`config.mk`:
```
export PLATFORM = sky130hd
export DESIGN_NAME = blake2s_block_loader
export DESIGN_NICKNAME = d
export VERILOG_FILES = /design/src/rtl/blake2_pkg.sv /design/src/rtl/blake2s_block_loader.sv
export SDC_FILE = /design/constraint.sdc
export NUM_CORES = 1
export LEC_CHECK = 0
export CAP_MARGIN = 30
export CORE_AREA = 2 2 239 241
export CTS_BUF_LIST = sky130_fd_sc_hd__clkbuf_8
export DETAILED_ROUTE_END_ITERATION = 16
export DIE_AREA = 0 0 241 243
export PLACE_DENSITY_LB_ADDON = 0.05
export SYNTH_ARGS = -nofsm -noshare
export SYNTH_HDL_FRONTEND = slang
export SYNTH_SLANG_ARGS = --single-unit
```
`constraint.sdc`:
```
create_clock -name clk -period 24 [get_ports clk]
set_input_delay 6 -clock clk [delete_from_list [all_inputs] [get_ports clk]]
set_output_delay 6 -clock clk [all_outputs]
set_load 0.01 [all_outputs]
```
`src/rtl/blake2_pkg.sv`:
```
// blake2_pkg: shared widths and loader state encoding for the BLAKE2s block loader.
package blake2_pkg;
    localparam int WW = 32;
    localparam int NW = 16;
    localparam int BW = WW * NW;
    localparam int CW = 64;
    typedef enum logic {FILL, FULL} state_t;
endpackage

```
`src/rtl/blake2s_block_loader.sv`:
```
// blake2s_block_loader: packs message words into BLAKE2s blocks with byte count t_o and final flag.
// Define BLAKE2_LOADER_ERR_EN to add the sticky err_o checker on bytes_i misuse.
module blake2s_block_loader #(
    parameter int WW = blake2_pkg::WW,
    parameter int NW = blake2_pkg::NW
) (
    input  logic                     clk,
    input  logic                     reset,
    input  logic                     valid_i,
    output logic                     ready_o,
    input  logic [WW-1:0]            data_i,
    input  logic                     last_i,
    input  logic [2:0]               bytes_i,
    output logic                     valid_o,
    input  logic                     ready_i,
    output logic [WW*NW-1:0]         block_o,
    output logic [blake2_pkg::CW-1:0] t_o,
    output logic                     final_o
`ifdef BLAKE2_LOADER_ERR_EN
    ,
    output logic                     err_o
`endif
);
    import blake2_pkg::*;

    localparam int IW = $clog2(NW);

    state_t          state, nxt;
    logic [IW-1:0]   widx;
    logic [CW-1:0]   cnt;
    logic [WW*NW-1:0] blk;
    logic            fin;
    logic [WW-1:0]   word;
    logic            acc, take, close;

    assign ready_o = state == FILL;
    assign valid_o = state == FULL;
    assign acc     = ready_o && valid_i;
    assign take    = valid_o && ready_i;
    assign close   = last_i || widx == IW'(NW - 1);
    assign block_o = blk;
    assign t_o     = cnt;
    assign final_o = fin;

    // Bytes at or beyond bytes_i in the closing word are padding and must read as zero.
    always_comb begin
        word = data_i;
        for (int b = 0; b < WW / 8; b++)
            if (last_i && b >= int'(bytes_i)) word[8*b +: 8] = 8'h00;
    end

    always_comb begin
        nxt = state;
        if (acc && close) nxt = FULL;
        else if (take) nxt = FILL;
    end

    always_ff @(posedge clk or posedge reset)
        if (reset) state <= FILL;
        else state <= nxt;

    // Unwritten slots stay zero because the block register is cleared on every hand-off.
    always_ff @(posedge clk or posedge reset) begin
        if (reset) begin
            blk  <= '0;
            widx <= '0;
            cnt  <= '0;
            fin  <= 1'b0;
        end else if (acc) begin
            blk[widx*WW +: WW] <= word;
            widx <= widx + IW'(1);
            cnt  <= cnt + (last_i ? CW'(bytes_i) : CW'(4));
            fin  <= last_i;
        end else if (take) begin
            blk  <= '0;
            widx <= '0;
            fin  <= 1'b0;
            if (fin) cnt <= '0;
        end
    end

`ifdef BLAKE2_LOADER_ERR_EN
    always_ff @(posedge clk or posedge reset)
        if (reset) err_o <= 1'b0;
        else if (acc && ((!last_i && bytes_i != 3'd4) || bytes_i > 3'd4)) err_o <= 1'b1;
`endif
endmodule
```
==> metrics <==
status finished clean; highest metal used met4; Slew HR 0.237; DRC viols 0; list of most frequent post-synthesis cells dfrtp_1, o21ai_0, nand3_1; Clock Sinks 582; placed wire-length estimate 62400 um; area grow syn2layout 37.3%; io pins 619; most common cell in the netlist dfrtp_1; Max Cap Viol 0; GP Congestion 0.850; Top FF cell, synth dfrtp_1; initial antenna violation count 5; Area contributors post-synth dfrtp_1, o21ai_0, nand3_1, nand2_1, clkbuf_1; CP Launch Point last_i; Synth warnings 0; Setup crit end kind flop; Hold Slack 0.477 ns; peak per-stage delay on the critical path 0.59 ns; 1st-pass router iterations 5; cell area power density 71.9 mW/mm^2; sequential element share of the synthesized area 0.613; latest clock arrival within the worst-skew pair 0.71 ns; Final Cell Area 0.0326 mm^2; Hold Path Origin block_o[511]$_DFFE_PP0P_; hold path cells 2; largest net degree at the start of global routing 232; DRT iter0 DRCs 1825; Initial Utilization 0.424; syn nets 2477; first-pass GRT wire length 135000 um; M1 WL 35500 um; Worst-path clk slew 0.06 ns; Tmin final 8.78 ns; CP required 24.61 ns; Distinct cells, synth 54; Root Buffer clkbuf_8; gr usage total 0.311; core area 0.0560 mm^2; Post-synth EDFFs 0; H-tree Lvls 3; total CTS buffers 100; Peak supply drop 0.0000429 V; WL met3 7760 um; Hold Crit Class reg2reg; origin of the critical flop-to-flop path widx[0]$_DFFE_PP0P_; post-cts hold buffer count 0; full die area 0.0586 mm^2; wire length on met2 44000 um; routed vias/inst 5.50; final setup fails 0; static leakage power 0.0137 uW; total chip power 2340 uW; Total Neg Setup Slack 0 ns; CTS tree done; Avg WL per Cell 24.1 um; Setup Crit Path Kind in2reg; synthesized area 0.0237 mm^2; Final nets 3022; total gr overflow 0; vias in the first global route 20600; Yosys top cell by area dfrtp_1; cells on worst reg2reg path 8; RSZ-0062 raised after global routing no; Port Buffers 618; largest fanout on the critical path 11; Die Wd 241 um; Post-CTS Setup Inserts 0; Slew Limit Fails 0; Fmax 0.114 GHz; measured slew at the worst slew-check pin 1.14 ns; antenna viol nets, final 0; Worst EP arrival 9.39 ns; post-CTS sizing 0; fin crit share 0.366; final hold violation count 0; Clock Skew 0.0205 ns; cell chain of the critical path clkdlybuf4s50_1, and2b_1, inv_4, ha_1, nand3_1, a21oi_2, nand4_1, nor4_1, mux2i_1; share of cells above drive strength 1 0.0768; CTS max path bufs 3; Reg2Reg Setup Slack 20.54 ns; Async SR Flop Fraction 1.00; row cnt 87; Via Count 20900; Die Y 243 um; CP Launch Type input pin; DRT Wirelength 91900 um; Synth Instances 2428; Reg-to-Reg End block_o[305]$_DFFE_PP0P_; Yosys reg bits 582; fillers 4915; worst hold path endpoint block_o[511]$_DFFE_PP0P_; share of the synthesized area in the top cell type 0.613; syn avg cell area 9.78 um^2; DP Area 0.0305 mm^2; CP max-delay cell nand4_1
[how the worst max path moves through the flow]
stage | to | slack [ns] | depth (start not counted)
2_1_floorplan | block_o[0]$_DFFE_PP0P_ | 1.72 | 1
3_3_place_gp | t_o[57]$_DFFE_PP0P_ | 14.66 | 9
3_5_place_dp | t_o[57]$_DFFE_PP0P_ | 14.51 | 9
4_1_cts | t_o[57]$_DFFE_PP0P_ | 15.26 | 9
5_1_grt | t_o[57]$_DFFE_PP0P_ | 15.04 | 9
6_report | t_o[57]$_DFFE_PP0P_ | 15.22 | 9
[worst max-delay path: cells and delay by family]
kind	cells	cell delay, ns
and+or+nand+nor	4	1.69
buffers and inverters	2	0.70
muxes	1	0.24
AOI/OAI and AO/OA	1	0.35
adders and majority gates	1	0.42
[flip-flops by register name, indices dropped and copies added, names as in the netlist]
| signal | cells |
|---|---|
| block_o | 512 |
| final_o | 1 |
| t_o | 64 |
| valid_o | 1 |
| widx | 4 |
[power breakdown]
group          internal [uW]  total (uW)  leakage [uW]  switching (uW)
clock network            486         890       0.00118             404
registers               1020        1050       0.00811            32.7
logic                    124         404       0.00443             281
total                   1630        2340        0.0137             717
[through the flow]
| stage | setup slack (ns) | instances | utilization |
|---|---|---|---|
| 2_1_floorplan | 1.72 | 2428 | - |
| 5_1_grt | 15.04 | 3806 | 0.583 |
| 4_1_cts | 15.26 | 3799 | 0.581 |
| 3_5_place_dp | 14.51 | 3622 | 0.545 |
| 3_3_place_gp | 14.66 | 3612 | 0.541 |
| 6_report | 15.22 | 3806 | 0.583 |
[kinds of logic after synthesis]
family                     count (synthesis)  synth area share
and+or+nand+nor                          978             0.193
AOI/OAI and AO/OA                        590             0.133
DFF                                      582             0.613
buffers and inverters                    239            0.0431
muxes                                     28            0.0118
adders and majority gates                  9           0.00506
xor gates and xnor gates                   2          0.000738
[cells in the final DEF (no fill, tap or decap), types with 3 or more instances in the layout]
| master | n |
|---|---|
| a211oi_2 | 3 |
| a21oi_2 | 3 |
| a21oi_4 | 3 |
| and2_1 | 5 |
| and3_1 | 6 |
| and3_2 | 4 |
| and4_1 | 3 |
| buf_12 | 9 |
| buf_16 | 6 |
| buf_4 | 28 |
| clkbuf_8 | 132 |
| clkdlybuf4s50_1 | 618 |
| clkinv_2 | 6 |
| dfrtp_1 | 582 |
| ha_1 | 8 |
| inv_1 | 55 |
| mux2i_1 | 28 |
| nand2_1 | 418 |
| nand2_2 | 7 |
| nand2b_1 | 5 |
| nand3_1 | 452 |
| nand3_2 | 3 |
| nand3b_1 | 5 |
| nand4_1 | 18 |
| nor2_1 | 13 |
| nor2b_1 | 3 |
| nor3_1 | 13 |
| nor4_1 | 3 |
| nor4_2 | 4 |
| o211ai_1 | 16 |
| o211ai_2 | 4 |
| o21ai_0 | 525 |
| o21ai_1 | 4 |
| o31ai_1 | 17 |
| o31ai_2 | 3 |
[routing by layer]
metal	up-vias	track usage
met5	-	0
li1	9508	-
met1	10400	0.379
met3	203	0.0992
met4	0	0.147
met2	854	0.500
[cell type report]
cell class | count | area (um^2) | area share
diodes | 2 | 5.00 | 0.000154
clock buffers | 132 | 1820 | 0.0557
clock inverters | 45 | 180 | 0.00553
inverters | 19 | 81.3 | 0.00249
multi-input cells | 1607 | 8250 | 0.253
flip-flops and latches | 582 | 14600 | 0.447
well taps | 756 | 946 | 0.0290
repair buffers | 663 | 6760 | 0.207
Power figures use the tool's default switching activity.
